**src/rtl/boot_ctrl_pkg.sv**
```systemverilog
// boot_ctrl_pkg: shared types and helpers for the warmboot controller
package boot_ctrl_pkg;
  typedef logic [1:0] image_t;
  typedef enum logic [1:0] {IDLE, ARMED, BOOT} boot_state_t;
  // counter width able to hold 0..n-1, never narrower than one bit
  function automatic int cnt_w(input int n);
    return (n <= 2) ? 1 : $clog2(n);
  endfunction
endpackage

```
**src/rtl/boot_debounce.sv**
```systemverilog
// boot_debounce: 2-FF synchroniser plus saturating qualify counter
//   clk, rst : clock, synchronous active-high reset
//   i_raw    : raw asynchronous level input
//   o_qual   : high while the synced input has been high THRESHOLD consecutive cycles
module boot_debounce
  import boot_ctrl_pkg::*;
#(
  parameter int THRESHOLD = 4
) (
  input  logic clk,
  input  logic rst,
  input  logic i_raw,
  output logic o_qual
);
  localparam int W = cnt_w(THRESHOLD + 1);
  logic [1:0]   r_sync;
  logic [W-1:0] r_cnt;
  always_ff @(posedge clk) begin
    if (rst) begin
      r_sync <= '0;
      r_cnt  <= '0;
    end else begin
      r_sync <= {r_sync[0], i_raw};
      r_cnt  <= !r_sync[1] ? '0 : (r_cnt == W'(THRESHOLD)) ? r_cnt : r_cnt + 1'b1;
    end
  end
  assign o_qual = (r_cnt == W'(THRESHOLD));
endmodule

```
**src/rtl/boot_ctrl.sv**
```systemverilog
// boot_ctrl: warmboot controller arming a cancellable boot from debounced requests
//   clk, rst  : clk_48 domain clock, synchronous active-high reset
//   req_i     : N_SRC raw boot requests, lowest index has priority
//   btn_i     : raw user button, long press requests BTN_IMAGE
//   inhibit_i : blocks arming and cancels a pending boot
//   boot_o    : sticky SB_WARMBOOT BOOT strobe
//   image_o   : SB_WARMBOOT S1:S0
//   armed_o   : high during the grace period
//   led_o     : blink feedback, only driven when BOOT_CTRL_LED_EN is defined
module boot_ctrl
  import boot_ctrl_pkg::*;
#(
  parameter int                 N_SRC             = 3,
  parameter logic [2*N_SRC-1:0] SRC_IMAGE         = '0,
  parameter image_t             BTN_IMAGE         = 2'b00,
  parameter image_t             DEFAULT_IMAGE     = 2'b01,
  parameter int                 DEBOUNCE_CYCLES   = 480000,
  parameter int                 LONG_PRESS_CYCLES = 96000000,
  parameter int                 ARM_CYCLES        = 4800000,
  parameter int                 BLINK_CYCLES      = 2400000
) (
  input  logic             clk,
  input  logic             rst,
  input  logic [N_SRC-1:0] req_i,
  input  logic             btn_i,
  input  logic             inhibit_i,
  output logic             boot_o,
  output logic [1:0]       image_o,
  output logic             armed_o,
  output logic             led_o
);
  localparam int AW = cnt_w(ARM_CYCLES);
  if (N_SRC < 1 || N_SRC > 8 || DEBOUNCE_CYCLES < 1 || LONG_PRESS_CYCLES < 1 ||
      ARM_CYCLES < 1 || BLINK_CYCLES < 1) begin : g_bad_param
    $error("boot_ctrl: parameter out of range");
  end
  logic [N_SRC-1:0] w_qual;
  logic             w_btn_qual;
  image_t           w_sel;
  boot_state_t      r_state, w_next;
  image_t           r_image;
  logic [AW-1:0]    r_arm;
  for (genvar i = 0; i < N_SRC; i++) begin : g_src
    boot_debounce #(.THRESHOLD(DEBOUNCE_CYCLES)) u_deb (
      .clk(clk), .rst(rst), .i_raw(req_i[i]), .o_qual(w_qual[i]));
  end
  boot_debounce #(.THRESHOLD(LONG_PRESS_CYCLES)) u_btn (
    .clk(clk), .rst(rst), .i_raw(btn_i), .o_qual(w_btn_qual));
  // descending scan so the lowest qualified source overrides; button only when no source
  always_comb begin
    w_sel = BTN_IMAGE;
    for (int k = N_SRC - 1; k >= 0; k--)
      if (w_qual[k]) w_sel = SRC_IMAGE[2*k +: 2];
  end
  always_comb begin
    w_next = r_state;
    w_next = (r_state == IDLE)  ? (((|w_qual || w_btn_qual) && !inhibit_i) ? ARMED : IDLE) :
             (r_state == ARMED) ? (inhibit_i ? IDLE : (r_arm == AW'(ARM_CYCLES - 1)) ? BOOT : ARMED) :
             BOOT;
  end
  always_ff @(posedge clk) begin
    if (rst) begin
      r_state <= IDLE;
      r_image <= DEFAULT_IMAGE;
      r_arm   <= '0;
    end else begin
      r_state <= w_next;
      r_arm   <= (r_state == ARMED && w_next == ARMED) ? r_arm + 1'b1 : '0;
      r_image <= (r_state == IDLE && w_next == ARMED) ? w_sel :
                 (w_next == IDLE) ? DEFAULT_IMAGE : r_image;
    end
  end
  assign boot_o  = (r_state == BOOT);
  assign armed_o = (r_state == ARMED);
  assign image_o = r_image;
`ifdef BOOT_CTRL_LED_EN
  localparam int BW = cnt_w(BLINK_CYCLES);
  logic [BW-1:0] r_blink;
  logic          r_led;
  logic          w_enter;
  logic          w_wrap;
  assign w_enter = (r_state != ARMED) && (w_next == ARMED);
  assign w_wrap  = (r_blink == BW'(BLINK_CYCLES - 1));
  always_ff @(posedge clk) begin
    if (rst) begin
      r_blink <= '0;
      r_led   <= 1'b0;
    end else begin
      r_blink <= (w_enter || w_wrap) ? '0 : r_blink + 1'b1;
      r_led   <= (w_next == BOOT) ? 1'b1 : (w_next == IDLE) ? 1'b0 :
                 w_enter ? 1'b1 : w_wrap ? ~r_led : r_led;
    end
  end
  assign led_o = r_led;
`else
  assign led_o = 1'b0;
`endif
endmodule

```
**config.mk**
```make
export PLATFORM = sky130hd
export DESIGN_NAME = boot_ctrl
export DESIGN_NICKNAME = d
export VERILOG_FILES = /design/src/rtl/boot_ctrl_pkg.sv /design/src/rtl/boot_debounce.sv /design/src/rtl/boot_ctrl.sv
export SDC_FILE = /design/constraint.sdc
export NUM_CORES = 1
export LEC_CHECK = 0
export ABC_AREA = 1
export BUFFER_PORTS_ARGS = -buffer_cell sky130_fd_sc_hd__buf_2
export CAP_MARGIN = 20
export CORE_UTILIZATION = 60
export CTS_CLUSTER_SIZE = 30
export DETAILED_ROUTE_END_ITERATION = 16
export MAX_ROUTING_LAYER = met4
export PLACE_DENSITY = 0.83
export SYNTH_ARGS = -nofsm -noshare
export SYNTH_HDL_FRONTEND = slang
export SYNTH_SLANG_ARGS = --single-unit
```
**constraint.sdc**
```tcl
create_clock -name clk -period 2.3 [get_ports clk]
set_input_delay 0 -clock clk [delete_from_list [all_inputs] [get_ports clk]]
set_output_delay 0 -clock clk [all_outputs]
set_load 0.02 [all_outputs]
```
== After elaboration in Yosys (flattened, before gate mapping) ==
Cells that the tools add are included.
Storage, ports and cells
  word-level logic and storage cells: 50
  flip-flop bits (word level): 118
Operators by class
  reduce and logical (&&, ||, !) cells: 14
  eq/ne operators: 8
  bitwise gates (word level): 5
  mux-type cells: 7
  add/sub/neg operators: 5
Operator list (count)
  19-bit by 1-bit adder with 19-bit output, second input constant: 3
  19-bit == test, second input constant: 3
  27-bit by 1-bit adder with 27-bit output, second input constant: 1
  27-bit == test, second input constant: 1
  23-bit by 1-bit adder with 23-bit output, second input constant: 1
  23-bit == test, second input constant: 1
  2-bit OR reduction: 5
  2-bit two-way mux: 4
  1-bit inverter: 5
  2-bit by 1-bit == test with 1-bit output, second input constant: 2
  2-bit zero test: 2
  1-bit logical AND: 3
  1-bit two-way mux: 3
  3-bit OR reduction: 1
  2-bit == test, second input constant: 1
  2-bit nonzero test: 1
  1-bit zero test: 1
  1-bit logical OR: 1

== Longest topological paths before layout ==
  depth in word-level cells: 10
  depth in mapped cells: 11
  depth with buffers taken out: 11

== Hierarchy ==
From an unflattened synthesis, not the netlist that was laid out.
Second synthesis, totals
  cells, all modules: 1062
  area total of the unflattened synthesis: 6810.3 um^2
Modules (own cells, without submodules)
  boot_debounce at g_src[0].u_deb ...: times used 3, seq. area each 420.4 um^2, area an instance 1218.7 um^2, cells each 191
  boot_debounce at u_btn: times used 1, seq. area each 580.6 um^2, area an instance 1704.1 um^2, cells each 280
  boot_ctrl: times used 1, seq. area each 520.5 um^2, area an instance 1450.1 um^2, cells each 209

== Least setup slack after synthesis ==
OpenSTA, ideal clock, no wires.
  path kind: register -> register
  start point: register r_arm[0]
  end point: register r_arm[22]
  path buffers: 0
  data required time: 2185 ps
  arrival: 1413 ps
  setup slack: 772 ps
  stages on the path, launching flop included: 11
  library setup time: 115 ps
  cells stage by stage: dfxtp_1 ha_1 nand2_2 nor2_4 nand2_2 nor2_4 nand2_2 nor2_4 nand3_1 xor2_1 nor2_2
Between the ends
  cells in the longest elaborated chain, start to end: 9
  elaborated cells between the ends (all ways): 10
RTL lines
  from (decl): RTL line boot_ctrl.sv:42  | logic [AW-1:0] r_arm;
  from (signal assigned): RTL line boot_ctrl.sv:68  | r_arm <= (r_state == ARMED && w_next == ARMED) ? r_arm + 1'b1 : '0;
  23-bit == test: RTL line boot_ctrl.sv:58  | (r_state == ARMED) ? (inhibit_i ? IDLE : (r_arm == AW'(ARM_CYCLES - 1)) ? BOOT : ARMED) :
  2-bit two-way mux (3 in series): RTL line boot_ctrl.sv:58
  2-bit two-way mux: RTL line boot_ctrl.sv:57  | w_next = (r_state == IDLE) ? (((|w_qual || w_btn_qual) && !inhibit_i) ? ARMED : IDLE) :
  2-bit by 1-bit == test with 1-bit output: RTL line boot_ctrl.sv:68
  1-bit logical AND: RTL line boot_ctrl.sv:68
  1-bit inverter (no line)
  2-bit OR reduction (no line)
Several ways; a longest one is shown, not always the timed one.
A chain may end at the register's enable or synchronous reset.

== Worst setup path after layout ==
  start point: register u_btn.r_cnt[0]
  end point: register u_btn.r_cnt[24]
Between the ends
  cells in the longest elaborated chain, start to end: 1
  elaborated cells between the ends (all ways): 2
RTL lines
  from (decl): RTL line boot_debounce.sv:17  | logic [W-1:0] r_cnt;
  from (signal assigned): RTL line boot_debounce.sv:24  | r_cnt <= !r_sync[1] ? '0 : (r_cnt == W'(THRESHOLD)) ? r_cnt : r_cnt + 1'b1;
  27-bit by 1-bit adder with 27-bit output / 27-bit == test (equally long branches): RTL line boot_debounce.sv:24
Several ways; a longest one is shown, not always the timed one.

==> flow_metrics.py <==
metrics = {
    "die": {
        "core_sq_mm": 0.00933,
        "row_count": 35,
        "ioPinCount": 12,
        "initial_core_util": 0.627,
        "die_y_um": 101,
        "fp.dieArea_sq_mm": 0.0101,
        "die_w_um": 101,
    },
    "global_route": {
        "grt_pass1_vias": 5213,
        "grt_pass1_wl_um": 22400,
        "grt.total_usage": 0.288,
        "use_met2": 0.505,
        "antenna_found_initial": 0,
        "grt_max_degree": 24,
        "grt_overflow": 0,
        "top_usage_layer": "met2",
        "grt_util_met1": 0.321,
        "gr-usage-met3": 0.0673,
    },
    "critical_path": {
        "worstPathRequired_ns": 2.71,
        "cp_max_fo": 5,
        "crit_start": "u_btn.r_cnt[0]",
        "cp-end-kind": "flop",
        "arrival_ns": 2.26,
        "cp-start-kind": "flop",
        "critPathKind": "flop to flop",
        "rr_startpoint": "u_btn.r_cnt[0]",
    },
    "cts": {
        "ctsLongestPathBuffers": 2,
        "cts_buffers": 17,
        "clock-sinks": 118,
        "cts_tree": "yes",
        "insertion_delay_ns": 0.53,
        "htree_levels": 4,
        "cts-root-buf": "clkbuf_8",
        "clk_pin_slew_ns": 0.06,
        "cts_setup_buffers": 0,
    },
    "flow_run": {
        "max_cap_viol_count": 0,
    },
    "hold_path": {
        "hp-class": "input port to flop",
        "hp-start": "rst",
    },
    "layout": {
        "diodes": 0,
        "multi_input_area_sq_mm": 0.00291,
        "layout-drive-gt1-share": 0.0940,
        "area_growth_pct": 14.7,
        "fillers": 730,
        "final-seq-area_sq_mm": 0.00236,
        "fin_nets": 886,
    },
    "place": {
        "dpl.hpwl_um": 8620,
        "routabilityCongestion": 0.964,
        "portBuffers": 9,
        "place_ws_ns": 0.552,
    },
    "power": {
        "leakage_uw": 0.00243,
        "powerDensity_mw_per_mm2": 710,
        "power_uw": 4770,
        "peakVddDrop_uv": 627,
    },
    "synth": {
        "syn_avg_cell_area_sq_um": 6.97,
        "netlist_area_sq_mm": 0.00585,
        "synth-warning-count": 0,
        "ys_ff_latch": 118,
        "synth_area_leaders": "dfxtp_1 (40%), nand2_1 (9.7%), inv_1 (8.7%), nor2_1 (7.6%), a21oi_1 (5.9%)",
        "yosysSeqAreaShare": 0.404,
        "synth_cell_types": 37,
        "synth_area_leader_cell": "dfxtp_1",
        "synth.top_cell.area_share": 0.404,
        "syn_inst": 840,
    },
    "routing": {
        "drc": 0,
        "wl_per_cell_um": 12.6,
        "first_pass_iters": 5,
        "routed_wl_um": 12700,
        "vias": 5451,
        "drt_iter0_drc": 288,
        "viasPerCell": 5.39,
        "ant_nets": 0,
    },
    "outcome": {
        "outcome": "finished, final reports clean",
    },
    "timing": {
        "holdWs_ns": 0.386,
        "setup_ws_ns": 0.451,
        "hold_violations": 0,
        "fin_setup_tns_ns": 0,
        "fmax_mhz": 541,
        "skew_ns": 0.00977,
        "slew_headroom": 0.641,
        "worst_pin_slew_ns": 0.534,
        "period_minus_slack_ns": 1.85,
        "final-setup-viol-count": 0,
        "rsz0062_at_grt": "no",
        "period_share": 0.804,
        "slew_violations": 0,
    },
}
-- power by group --
part / internal (uW) / total (uW) / switching [uW]
Clock: 1710 / 2640 / 936
Sequential: 2050 / 2060 / 3.81
Combinational: 24.7 / 63.0 / 38.2
-- final cells by class --
| type | instances | share of cell area |
|---|---|---|
| sequential | 118 | 0.352 |
| inverter | 141 | 0.0788 |
| clock buffer | 21 | 0.0669 |
| tap | 129 | 0.0240 |
| timing repair buffer | 20 | 0.0227 |
| multi-input combinational | 572 | 0.433 |
| clock inverter | 11 | 0.0222 |
-- Yosys cell counts --
| master | n |
|---|---|
| nor2_2 | 4 |
| inv_1 | 136 |
| nand2_1 | 151 |
| buf_4 | 4 |
| a31oi_1 | 3 |
| nor3_4 | 3 |
| conb_1 | 1 |
| nor3_1 | 32 |
| xnor2_1 | 3 |
| and3_1 | 1 |
| o21ai_1 | 1 |
| or2_2 | 5 |
| clkbuf_1 | 3 |
| nand2_2 | 8 |
| a21oi_1 | 69 |
| dfxtp_1 | 118 |
| buf_2 | 1 |
| a211oi_1 | 8 |
| buf_1 | 2 |
| nor3_2 | 3 |
| clkinv_1 | 1 |
| nor4_1 | 4 |
| ha_1 | 9 |
| o21a_1 | 5 |
| o21ai_2 | 1 |
| o21ai_0 | 44 |
| inv_2 | 4 |
| nor2_1 | 118 |
| nand3_1 | 42 |
| nand3_2 | 6 |
| nor3b_1 | 4 |
| nand3b_1 | 2 |
| nor4_4 | 1 |
| nand4_1 | 20 |
| nor2_4 | 8 |
| or3_1 | 1 |
| xor2_1 | 14 |
-- path summary, 6_finish.rpt --
path / to / slack (ns) / cells after the start
worst min-delay path: u_btn.r_sync[1] / 0.39 / 3
worst min register to register: g_src[2].u_deb.r_sync[1] / 0.41 / 2
worst max-delay path: u_btn.r_cnt[24] / 0.45 / 10
worst max register to register: u_btn.r_cnt[24] / 0.45 / 10
-- critical path, cell delays in order, from the launching register on --
cell and delay (ns):
dfxtp_1 0.37, ha_1 0.19, nand2_1 0.10, nor2_4 0.12, nand2_2 0.09, nor2_4 0.15
nand2_1 0.12, nor3_1 0.30, nand2_1 0.12, nand2_1 0.11, nor2_1 0.06
-- logic make-up (layout without fill, tap and decap cells) --
kind of cell | Yosys count | count (layout) | synth area share
simple gates | 413 | 413 | 0.332
fa+ha+maj | 9 | 9 | 0.0192
compound gates | 131 | 131 | 0.119
buf+inv | 151 | 193 | 0.0997
flops | 118 | 118 | 0.404
xor+xnor | 17 | 17 | 0.0255
other cells | 1 | 2 | 0.000641
-- cells in the final DEF, fill, tap and decap left out, types with 4 or more instances in the layout --
master	netlist	final
or2_2	5	5
inv_1	136	136
inv_2	4	4
nor3b_1	4	4
buf_2	1	9
clkbuf_16	0	16
nand3_2	6	6
nor3_1	32	32
o21ai_0	44	44
dlygate4sd3_1	0	10
nor4_1	4	4
xor2_1	14	14
a211oi_1	8	8
nor2_2	4	4
nand2_2	8	8
nor2_1	118	118
nand2_1	151	151
nand3_1	42	42
a21oi_1	69	69
nand4_1	20	20
ha_1	9	9
nor2_4	8	8
o21a_1	5	5
dfxtp_1	118	118
-- stage by stage --
step	cell area (sq um)	std cells	util
final	6710	1012	0.720
after CTS	6710	1012	0.720
after global routing	6710	1012	0.720
after floorplan	5850	841	-
after detailed placement	6010	970	0.645
after global placement	6010	970	0.645
-- flip-flops by register name (all words and copies together), names as in the netlist --
name,cells
u_btn.r_cnt,27
image_o,1
g_src.u_deb.r_sync,6
r_arm,23
r_state,2
u_btn.r_sync,2
g_src.u_deb.r_cnt,57
-- metal layers --
layer	wire length (um)	share of wire
met5	0	0
met1	5480	0.43
met3	643	0.050
met4	177	0.014
met2	6440	0.51
-- repair_timing --
action	CTS	global route
hold buffers	10	0
gates resized for setup	0	0
hold endpoints to repair	11	0
Power figures use the tool's default switching activity.
